### src/rtl/alu_rs_pkg.sv
// Shared constants for the ALU reservation station: ROB tag width, RV32I opcodes,
// funct3 encodings and the station entry layout.
package alu_rs_pkg;

  localparam int unsigned ROB_BIT = 4;

  localparam logic [6:0] I_TYPE = 7'b0010011;
  localparam logic [6:0] R_TYPE = 7'b0110011;
  localparam logic [6:0] B_TYPE = 7'b1100011;

  localparam logic [2:0] F3_ADD_SUB = 3'b000;
  localparam logic [2:0] F3_SLL     = 3'b001;
  localparam logic [2:0] F3_SLT     = 3'b010;
  localparam logic [2:0] F3_SLTU    = 3'b011;
  localparam logic [2:0] F3_XOR     = 3'b100;
  localparam logic [2:0] F3_SRL_SRA = 3'b101;
  localparam logic [2:0] F3_OR      = 3'b110;
  localparam logic [2:0] F3_AND     = 3'b111;

  localparam logic [2:0] F3_BEQ  = 3'b000;
  localparam logic [2:0] F3_BNE  = 3'b001;
  localparam logic [2:0] F3_BLT  = 3'b100;
  localparam logic [2:0] F3_BGE  = 3'b101;
  localparam logic [2:0] F3_BLTU = 3'b110;
  localparam logic [2:0] F3_BGEU = 3'b111;

  typedef struct packed {
    logic               busy;
    logic [2:0]         op;
    logic [6:0]         op_type;
    logic               op_addition;
    logic [31:0]        vj;
    logic [31:0]        vk;
    logic               qj_busy;
    logic               qk_busy;
    logic [ROB_BIT-1:0] qj;
    logic [ROB_BIT-1:0] qk;
    logic [ROB_BIT-1:0] rob;
  } rs_entry_t;

  function automatic logic is_alu_op_type(input logic [6:0] t);
    return (t == I_TYPE) || (t == R_TYPE) || (t == B_TYPE);
  endfunction

endpackage

### src/rtl/alu_rs_select.sv
// Lowest-index priority encoder: returns the index of the lowest set request bit
// and whether any bit was set.
module rs_select #(
  parameter int unsigned N = 8
) (
  input  logic [N-1:0]         i_req,
  output logic [$clog2(N)-1:0] o_idx,
  output logic                 o_found
);

  localparam int unsigned IW = $clog2(N);

  // Scan from the top down so the last hit written is the lowest index.
  always_comb begin
    o_idx   = '0;
    o_found = 1'b0;
    for (int unsigned i = 0; i < N; i++) begin
      if (i_req[N-1-i]) begin
        o_idx   = IW'(N - 1 - i);
        o_found = 1'b1;
      end
    end
  end

endmodule

### src/rtl/alu_rs.sv
// Reservation station for the integer ALU: holds decoded micro-ops, wakes operands
// from the ALU and LSB broadcast buses, and dispatches one ready entry per cycle.
module alu_rs
  import alu_rs_pkg::*;
#(
  parameter int unsigned RS_SIZE = 8
) (
  input  logic               clk_in,
  input  logic               rst_n_in,
  input  logic               rdy_in,
  input  logic               rob_clear_up,

  input  logic               issue_valid,
  input  logic [2:0]         issue_op,
  input  logic [6:0]         issue_op_type,
  input  logic               issue_op_addition,
  input  logic [31:0]        issue_vj,
  input  logic [31:0]        issue_vk,
  input  logic               issue_qj_busy,
  input  logic               issue_qk_busy,
  input  logic [ROB_BIT-1:0] issue_qj,
  input  logic [ROB_BIT-1:0] issue_qk,
  input  logic [ROB_BIT-1:0] issue_rob_entry,
  output logic               full,

  input  logic               alu_cdb_ready,
  input  logic [ROB_BIT-1:0] alu_cdb_rob,
  input  logic [31:0]        alu_cdb_res,
  input  logic               lsb_cdb_ready,
  input  logic [ROB_BIT-1:0] lsb_cdb_rob,
  input  logic [31:0]        lsb_cdb_res,

  output logic               valid,
  output logic [31:0]        vi,
  output logic [31:0]        vj,
  output logic [2:0]         op,
  output logic [6:0]         op_type,
  output logic               op_addition,
  output logic [ROB_BIT-1:0] rob_entry
);

  localparam int unsigned IW = $clog2(RS_SIZE);

  rs_entry_t r_ent [RS_SIZE];

  logic [RS_SIZE-1:0] w_busy;
  logic [RS_SIZE-1:0] w_ready;
  logic [IW-1:0]      w_free_idx;
  logic [IW-1:0]      w_disp_idx;
  logic               w_free_found;
  logic               w_disp_found;
  logic               w_issue_ok;
  logic [31:0]        w_vj;
  logic [31:0]        w_vk;
  logic               w_qj_busy;
  logic               w_qk_busy;

  always_comb begin
    w_busy  = '0;
    w_ready = '0;
    for (int unsigned i = 0; i < RS_SIZE; i++) begin
      w_busy[i]  = r_ent[i].busy;
      w_ready[i] = r_ent[i].busy && !r_ent[i].qj_busy && !r_ent[i].qk_busy;
    end
  end

  assign full       = &w_busy;
  assign w_issue_ok = issue_valid && w_free_found;

  rs_select #(.N(RS_SIZE)) u_free_sel (
    .i_req   (~w_busy),
    .o_idx   (w_free_idx),
    .o_found (w_free_found)
  );

  rs_select #(.N(RS_SIZE)) u_disp_sel (
    .i_req   (w_ready),
    .o_idx   (w_disp_idx),
    .o_found (w_disp_found)
  );

  // Operands whose producer broadcasts in the issue cycle are captured directly; ALU bus first.
  always_comb begin
    w_vj      = issue_vj;
    w_qj_busy = issue_qj_busy;
    if (issue_qj_busy && alu_cdb_ready && (alu_cdb_rob == issue_qj)) begin
      w_vj      = alu_cdb_res;
      w_qj_busy = 1'b0;
    end else if (issue_qj_busy && lsb_cdb_ready && (lsb_cdb_rob == issue_qj)) begin
      w_vj      = lsb_cdb_res;
      w_qj_busy = 1'b0;
    end
    w_vk      = issue_vk;
    w_qk_busy = issue_qk_busy;
    if (issue_qk_busy && alu_cdb_ready && (alu_cdb_rob == issue_qk)) begin
      w_vk      = alu_cdb_res;
      w_qk_busy = 1'b0;
    end else if (issue_qk_busy && lsb_cdb_ready && (lsb_cdb_rob == issue_qk)) begin
      w_vk      = lsb_cdb_res;
      w_qk_busy = 1'b0;
    end
  end

  always_ff @(posedge clk_in or negedge rst_n_in) begin
    if (!rst_n_in) begin
      for (int unsigned i = 0; i < RS_SIZE; i++) r_ent[i] <= '0;
      valid       <= 1'b0;
      vi          <= '0;
      vj          <= '0;
      op          <= '0;
      op_type     <= '0;
      op_addition <= 1'b0;
      rob_entry   <= '0;
    end else if (rob_clear_up) begin
      for (int unsigned i = 0; i < RS_SIZE; i++) r_ent[i].busy <= 1'b0;
      valid       <= 1'b0;
      vi          <= '0;
      vj          <= '0;
      op          <= '0;
      op_type     <= '0;
      op_addition <= 1'b0;
      rob_entry   <= '0;
    end else if (rdy_in) begin
      for (int unsigned i = 0; i < RS_SIZE; i++) begin
        if (r_ent[i].busy && r_ent[i].qj_busy) begin
          if (alu_cdb_ready && (alu_cdb_rob == r_ent[i].qj)) begin
            r_ent[i].vj      <= alu_cdb_res;
            r_ent[i].qj_busy <= 1'b0;
          end else if (lsb_cdb_ready && (lsb_cdb_rob == r_ent[i].qj)) begin
            r_ent[i].vj      <= lsb_cdb_res;
            r_ent[i].qj_busy <= 1'b0;
          end
        end
        if (r_ent[i].busy && r_ent[i].qk_busy) begin
          if (alu_cdb_ready && (alu_cdb_rob == r_ent[i].qk)) begin
            r_ent[i].vk      <= alu_cdb_res;
            r_ent[i].qk_busy <= 1'b0;
          end else if (lsb_cdb_ready && (lsb_cdb_rob == r_ent[i].qk)) begin
            r_ent[i].vk      <= lsb_cdb_res;
            r_ent[i].qk_busy <= 1'b0;
          end
        end
      end

      if (w_disp_found) begin
        valid                 <= 1'b1;
        vi                    <= r_ent[w_disp_idx].vj;
        vj                    <= r_ent[w_disp_idx].vk;
        op                    <= r_ent[w_disp_idx].op;
        op_type               <= r_ent[w_disp_idx].op_type;
        op_addition           <= r_ent[w_disp_idx].op_addition;
        rob_entry             <= r_ent[w_disp_idx].rob;
        r_ent[w_disp_idx].busy <= 1'b0;
      end else begin
        valid <= 1'b0;
      end

      // The free slot is never the dispatched one: dispatch needs busy, free needs !busy.
      if (w_issue_ok) begin
        r_ent[w_free_idx] <= '{busy:        1'b1,
                               op:          issue_op,
                               op_type:     issue_op_type,
                               op_addition: issue_op_addition,
                               vj:          w_vj,
                               vk:          w_vk,
                               qj_busy:     w_qj_busy,
                               qk_busy:     w_qk_busy,
                               qj:          issue_qj,
                               qk:          issue_qk,
                               rob:         issue_rob_entry};
      end
    end
  end

  a_issue_not_full: assert property (@(posedge clk_in) disable iff (!rst_n_in)
    (rdy_in && !rob_clear_up && issue_valid) |-> !full)
    else $warning("alu_rs: issue dropped while station full");

  a_cdb_unique: assert property (@(posedge clk_in) disable iff (!rst_n_in)
    !(alu_cdb_ready && lsb_cdb_ready && (alu_cdb_rob == lsb_cdb_rob)))
    else $error("alu_rs: both broadcast buses carry the same ROB tag");

  a_op_type: assert property (@(posedge clk_in) disable iff (!rst_n_in)
    (rdy_in && !rob_clear_up && w_issue_ok) |-> is_alu_op_type(issue_op_type))
    else $fatal(1, "alu_rs: unsupported opcode %b", issue_op_type);

endmodule

### config.mk
export PLATFORM = sky130hd
export DESIGN_NAME = alu_rs
export DESIGN_NICKNAME = d
export VERILOG_FILES = /design/src/rtl/alu_rs_pkg.sv /design/src/rtl/alu_rs_select.sv /design/src/rtl/alu_rs.sv
export SDC_FILE = /design/constraint.sdc
export NUM_CORES = 2
export LEC_CHECK = 0
export ABC_AREA = 1
export CORE_MARGIN = 2
export CORE_UTILIZATION = 30
export CTS_BUF_LIST = sky130_fd_sc_hd__clkbuf_2 sky130_fd_sc_hd__clkbuf_4 sky130_fd_sc_hd__clkbuf_8
export CTS_CLUSTER_SIZE = 24
export DETAILED_ROUTE_END_ITERATION = 10
export PLACE_DENSITY = 0.51
export SKIP_CTS_REPAIR_TIMING = 1
export SYNTH_ARGS = -nofsm -noshare
export SYNTH_HDL_FRONTEND = slang
export SYNTH_SLANG_ARGS = --single-unit
### constraint.sdc
create_clock -name clk_in -period 2.1 [get_ports clk_in]
set_input_delay 0.63 -clock clk_in [delete_from_list [all_inputs] [get_ports clk_in]]
set_output_delay 0.63 -clock clk_in [all_outputs]
set_load 0.02 [all_outputs]
Yosys cells after proc, flatten, opt, wreduce, memory -nomap -nowiden

Index checks and enable logic that the tools add are counted.

Register bits: 800
Input bits: 168
Output and inout port bits: 81
Logic and storage cells: 478

$lt $le $gt $ge: 4
Equality and inequality tests: 36
Muxes and demuxes: 243
Bitwise operators: 4
Reductions and logical operators: 96

Operators with widths:

| cell               | count |
|---|---|
| $mux 720           | 5 |
| $mux 32            | 90 |
| $bwmux 720         | 2 |
| $demux 90 s3       | 2 |
| $bmux 90 s3        | 1 |
| $mux 90            | 2 |
| $mux 89            | 2 |
| $eq 4x4->1         | 36 |
| $mux 1             | 114 |
| $logic_and 1x1->1  | 75 |
| $mux 3             | 19 |
| $mux 7             | 3 |
| $logic_not 1->1    | 16 |
| $mux 4             | 3 |
| $ge 4x4->1 const B | 2 |
| $lt 4x1->1 const B | 2 |
| $not 3->4          | 2 |
| $not 8->8          | 1 |
| $reduce_and 8->1   | 1 |
| $reduce_and 2->1   | 2 |
| $reduce_bool 2->1  | 2 |
| $not 1->1          | 1 |

Logic depth before layout (Yosys ltp)

Depth after elaboration: 24
Depth in mapped cells: 19
Depth with buffers taken out: 16

Modules after synthesis

From an unflattened synthesis, not the netlist that was laid out.

Cells, all modules: 9054
Area, all modules: 56953.4 um2

Modules (own cells, without submodules):

| module    | instances | cells an instance | area each (um2) | seq. area each (um2) |
|---|---|---|---|---|
| alu_rs    | 1         | 9010              | 56755.7         | 20019.2 |
| rs_select | 2         | 22                | 98.8            | 0.0 |

Least setup slack after synthesis

OpenSTA, ideal clock, no wires.

Path kind: input -> register
Start point: input port alu_cdb_rob[2]
End point: register r_ent[428] (netlist name)
Library setup time: 0.129 ns
Arrival time: 2.164 ns
Required time: 1.971 ns
Setup slack: -0.194 ns
Cell stages on the path: 14
Path buffers: 3
Cell sequence: buf_4 inv_2 nand2_1 nand2_1 nor3_1 nand2_1 nand2_1 nand2_1 inv_2 buf_4 buf_6 nor2_1 o21ai_0 nand3_1

Cells in the longest elaborated chain, start to end: 12
Elaborated cells on any way between the ends: 15
Classes of those cells: 2 x eq/ne; 11 x mux; 2 x reduce/logical

Ends and longest elaborated chain:

| what                          | RTL line      | text |
|---|---|---|
| start, declared               | alu_rs.sv:27  | `input logic [ROB_BIT-1:0] alu_cdb_rob,` |
| $eq 4x4->1                    | alu_rs.sv:126 | `if (alu_cdb_ready && (alu_cdb_rob == r_ent[i].qj)) begin` |
| $logic_and 1x1->1             | alu_rs.sv:126 |  |
| $mux 32                       | alu_rs.sv:126 |  |
| $mux 32                       | alu_rs.sv:125 | `if (r_ent[i].busy && r_ent[i].qj_busy) begin` |
| $mux 32                       | alu_rs.sv:123 | `end else if (rdy_in) begin` |
| $mux 32                       | alu_rs.sv:114 | `end else if (rob_clear_up) begin` |
| $bwmux 720                    | alu_rs.sv:153 | `r_ent[w_disp_idx].busy <= 1'b0;` |
| $mux 720                      | alu_rs.sv:145 | `if (w_disp_found) begin` |
| $mux 720                      | alu_rs.sv:123 |  |
| $mux 720                      | alu_rs.sv:114 |  |
| $bwmux 720                    | alu_rs.sv:160 | `r_ent[w_free_idx] <= '{busy: 1'b1,` |
| $mux 720 *                    | alu_rs.sv:159 | `if (w_issue_ok) begin` |
| end signal, assigned by index | alu_rs.sv:160 |  |
| end, declared                 | alu_rs.sv:44  | `rs_entry_t r_ent [RS_SIZE];` |

Mark *: on every way between the ends. The rest lies on a longest branch, timed or not. The select of a mux whose other input is x is not followed.
A chain may end at the register's enable or synchronous reset.

Worst setup path after layout

Start point: register r_ent[449] (netlist name)
End point: output port full

Cells in the longest elaborated chain, start to end: 1

Ends and longest elaborated chain:

| what             | RTL line     | text |
|---|---|---|
| $reduce_and 8->1 | alu_rs.sv:67 | `assign full = &w_busy;` |
| end, declared    | alu_rs.sv:24 | `output logic full,` |

Every way passes these cells.

==> out/qor.json <==
{
  "timing": {
    "final_min_period_over_clock_period": 1.39,
    "grt_setup_unrepaired": "yes",
    "final_max_slew_viol_count": 0,
    "timing.final.hold_violations": 0,
    "final.min_clock_period_ps": 2910,
    "timing.hold.ws_ps": 157,
    "worst_clock_skew_ps": 60.6,
    "fmaxAchievable_mhz": 343,
    "tightest_slew_ps": 690,
    "fin_worst_setup_slack_ps": -813,
    "finalSetupViolCount": 864,
    "timing.max_slew.rel_slack": 0.540
  },
  "logic_synthesis": {
    "synthesis.nets": 8795,
    "syn-mean-instance-area_um2": 6.36,
    "syn-cell-area_um2": 54900,
    "synth_seq_area_share": 0.365,
    "synth_cells": 8627,
    "synth.lib_cells_used.distinct": 46,
    "yosysWarningCount": 0,
    "ys_seq_elements": 800
  },
  "placement": {
    "gp_congestion": 0.969,
    "place_ws_ps": -1250,
    "i_o_buffers": 248,
    "dpl.hpwl_mm": 215,
    "detailed_place.area_um2": 68800
  },
  "outcome": {
    "outcome": "finished with violations",
    "violations_in_the_final_reports": "setup timing"
  },
  "cts": {
    "h_tree_lvl_count": 4,
    "cts_tree": "done",
    "clk_latency_ps": 980,
    "cts-buffers-inserted": 165,
    "numClockSinks": 800,
    "clockRootBuffer": "sky130_fd_sc_hd__clkbuf_8",
    "path_clk_slew_ps": 60,
    "clock_path_buffers": 3
  },
  "finish": {
    "drive_gt1_frac": 0.199,
    "layout.cells.most_common": "sky130_fd_sc_hd__nand2_1",
    "area_growth_pct": 38.6,
    "finalNetCount": 9642,
    "fin_area_um2": 76000,
    "layout.cells.most_common_list": "sky130_fd_sc_hd__nand2_1, sky130_fd_sc_hd__nor2_1, sky130_fd_sc_hd__dfrtp_1",
    "post-route-util": 0.420
  },
  "detailed_routing": {
    "antenna_left": 0,
    "detailedRoute.firstIterationViolations": 9250,
    "drc": 0,
    "drt_wl_total_mm": 323,
    "detail_route.wl_per_cell_um": 27.0,
    "avgViaCountPerCell": 5.62,
    "via_count": 67300,
    "drt_pre_antenna_iters": 6
  },
  "grt": {
    "antenna_found_initial": 8,
    "gr-total-overflow": 0,
    "grt_start_max_net_pins": 79,
    "grt_first_pass_wirelength_mm": 444,
    "grt_usage": 0.326,
    "number_of_global_route_vias_before_repair": 62500
  },
  "worst_setup_path": {
    "cp_class": "register to output port",
    "crit_path_start": "r_ent[449]",
    "worst-r2r-setup-slack_ps": -550,
    "setup.worst_path.end_class": "output port",
    "worst-path-max-fanout": 2,
    "regToRegStartpoint": "r_ent[89]",
    "critPathLaunchType": "register",
    "crit_arrival_ps": 2280,
    "cp.required_ps": 1470
  },
  "die": {
    "start_util": 0.303,
    "core.rowCount": 156,
    "floorplan.core_area_um2": 181000,
    "num_io_pins": 249,
    "die-width_um": 432,
    "die_h_um": 432,
    "dieArea_um2": 186000
  },
  "power_and_ir_drop": {
    "worst_ir_drop_vdd_uv": 526,
    "power_density_nw_per_um2": 642,
    "static-leakage-power_nw": 35.8,
    "fin_total_pwr_mw": 48.8
  },
  "hold_path": {
    "hp-class": "primary input to async pin"
  },
  "job": {
    "maxCapViolations": 0
  }
}
==> report_power, final <==
| group | total, mW | internal, mW | switching [mW] |
|---|---|---|---|
| Clock | 18.4 | 10.1 | 8.37 |
| Combinational | 11.8 | 4.38 | 7.41 |
| Sequential | 18.6 | 17.4 | 1.16 |
| Total | 48.8 | 31.9 | 16.9 |
==> metal layers <==
layer  track usage  part of all wire  up-vias
li1              -                 -    29700
met1         0.415              0.38    32100
met2         0.484              0.42     4526
met3        0.0845              0.12     1013
met4         0.217             0.074        4
met5             0          0.000090        -
==> metrics by stage <==
stage / setup TNS [ps] / std cells
final: -221490 / 12000
after global routing: -311590 / 12000
after CTS: -216010 / 11800
after detailed placement: -667160 / 11500
after global placement: -669430 / 11500
after floorplan: -6170 / 8627
==> kinds of logic after synthesis <==
kind of cell,after synthesis,share of synthesized area
and+or+nand+nor,4584,0.338
AOI/OAI and AO/OA,1799,0.189
buffers and inverters,1433,0.106
DFF,800,0.365
xor gates and xnor gates,11,0.00176
==> synthesized netlist by cell type, drive strengths merged <==
cell,n,area [um2]
nand3b,21,158
o21ai,987,4950
nor3,22,143
o211ai,507,3810
o221ai,3,26.3
clkinv,32,120
dfrtp,800,20000
o21bai,1,7.51
xor2,9,78.8
clkbuf,428,1610
nand2,2457,9230
a221oi,2,17.5
buf,257,1380
nand3,684,3430
xnor2,2,17.5
nor2,1295,4900
o31ai,2,15.0
a21oi,270,1390
a22oi,4,30.0
inv,716,2690
a211oi,2,15.0
nand4,58,375
nor4,4,52.6
o22ai,18,113
or2,43,269
a31oi,3,18.8
==> path summary, 6_finish.rpt <==
check,endpoint,cells after the start
min in group clk_in,register,3
worst max register to register,vi[1],14
max in group asynchronous,r_ent[656],3
worst max-delay path,full,8
worst min register to register,register,2
worst min-delay path,r_ent[427],2
==> final cells by class <==
type	count	area (um2)
fill	18700	105000
multi-input combinational	6395	30500
sequential	800	20000
timing repair buffer	1364	16100
clock buffer	256	3240
tap	2370	2970
inverter	748	2890
clock inverter	30	308
antenna	10	25.0
==> critical path, stage by stage (launching register included) <==
cell and delay [ps]:
sky130_fd_sc_hd__dfrtp_1 360, sky130_fd_sc_hd__inv_2 50, sky130_fd_sc_hd__buf_6 110, sky130_fd_sc_hd__nor3_4 240, sky130_fd_sc_hd__inv_2 90, sky130_fd_sc_hd__buf_6 120
sky130_fd_sc_hd__nor2_4 100, sky130_fd_sc_hd__buf_6 120, sky130_fd_sc_hd__buf_6 110
Note: power is estimated with default switching activity, not from simulation.
==> RTL change, RTL diff (same settings) <==
The parameter `RS_SIZE` goes from 8 to 4.
--- a/src/rtl/alu_rs.sv
+++ b/src/rtl/alu_rs.sv
@@ -3,7 +3,7 @@
 module alu_rs
   import alu_rs_pkg::*;
 #(
-  parameter int unsigned RS_SIZE = 8
+  parameter int unsigned RS_SIZE = 4
 ) (
   input  logic               clk_in,
   input  logic               rst_n_in,
Check against the original RTL: not settled (the Yosys comparison gave no result); the edit may change what the design does.
==> RTL change against the unedited design <==
  * The run still ends with setup timing left
  * Critical path depth is 4 lower
  * Cell area is 45% lower
  * Synthesized area is 43% lower
  * Register-to-register slack better by 0.57 ns
  * Routed wire length is 54% lower
  * Power is 42% lower
  * Sequential cell count is 360 lower
  * Worst setup slack better by 0.50 ns
  * First-iteration DRC count is 60% lower
  * Critical path type unchanged
==> RTL change: results (changes against the unedited design) <==
Commonest cells post-synth nand2_1 (1646), nand3_1 (916), nor2_1 (734); htree depth 3 (-1); Slew headroom 0.562 (+0.0220); Final #Nets 5760 (-40%); outcome complete, but fails checks; library cells used by synthesis 29 (-37%); Seq/Total Area, Yosys 0.354 (-0.0107); CP startpoint r_ent[359]; Final Setup Violations 1 (-99.9%); CTS Buf Count 90 (-45%); Leakage 22.5 nW (-37%); max incr delay on CP 0.41 ns (+0.05 ns); placed cell area 0.0390 mm² (-43%); R2R Path End vj[22]; clock skew 0.0449 ns (-0.0157 ns); Worst Path Max Fanout 4 (+2); Post-DP HPWL 96700 µm (-55%); worst-case reg-to-reg path depth 9 (-5); worst vdd ir 0.368 mV (-30%); WP data arrival 1.78 ns (-0.50 ns); routability cong. 0.902 (-6.9%); mux contribution to synthesized area 0.000322 (+0.000322); Setup TNS -0.308 ns (+221.18 ns); initial DRC count 3683 (-60%); Synth Area in XOR/XNOR 0.00479 (+0.00303); violated checks setup timing; syn_nets 5361 (-39%); global-route usage over all layers 0.271 (-0.0548); Switch Pwr 9.97 mW (-41%); Min Hold Slack 0.365 ns (+0.209 ns); top cells by area in the synthesized netlist dfrtp_1 (35%), nand2_1 (20%), nand3_1 (15%); final WL 147000 µm (-54%); pin count of the biggest net entering global routing 70 (-11%); number of global-route vias before repair 34400 (-45%); final worst slack -0.308 ns (+0.504 ns); layout cells sized above 1 0.114 (-0.0852); vias 36000 (-47%); initial antenna violation count 6 (-2); fill cell count 10900 (-42%); Synth Area in Compound Gates 0.0882 (-0.101); first-pass GRT wire length 220000 µm (-51%)
RTL change: changes by cell type in the layout (fill, tap and decap cells not counted), moves of 241 or more:
cell      before   now
nor2_1      1249   728
nand2_1     2330  1642
o21ai_0      731   490
dfrtp_1      797   440
a21oi_1      251     2
o211ai_1     507     0
nand3_1      612   903
buf_4        677   236
RTL change: through the flow:
stage	worst slack, ns	instances	utilization
finish	-0.308	7044	0.402
global route	-0.371	7043	0.402
floorplan	0.0623	5193	-
detailed placement	-0.738	6863	0.378
global placement	-0.676	6863	0.378
CTS	-0.986	7024	0.397
RTL change: cell type report:
class,instances,area share
Multi-Input combinational cell,3866,0.403
Sequential cell,440,0.265
Timing Repair Buffer,668,0.195
Inverter,525,0.0478
Clock buffer,138,0.0420
Tap cell,1380,0.0416
Clock inverter,23,0.00461
Timing Repair inverter,1,0.000181
Antenna cell,3,0.000181
RTL change: worst max path at each step:
stage	to	slack (ns)
finish	full	-0.31
global placement	r_ent[143]	-0.68
CTS	full	-0.99
global route	full	-0.37
floorplan	r_ent[316]	0.06
detailed placement	r_ent[143]	-0.74
RTL change: per-layer routing:
layer,vias to the layer above,share of wire,track usage
li1,17100,-,-
met1,16800,0.42,0.361
met2,1712,0.45,0.430
met3,360,0.092,0.0558
met4,0,0.037,0.104
met5,-,0,0
RTL change: cells by family after synthesis:
logic type,after synthesis
muxes,1
xor gates and xnor gates,17
AOI/OAI and AO/OA,537
DFF,440
buffers and inverters,887
and+or+nand+nor,3311
RTL change: power by group through the flow:
stage	clock (mW)	combinational, mW	sequential [mW]
floorplan	0	4.14	10.8
detailed placement	0	7.36	11.0
global route	10.5	8.41	11.0
CTS	10.2	7.39	10.8
finish	9.97	7.50	10.9
global placement	0	7.29	10.9
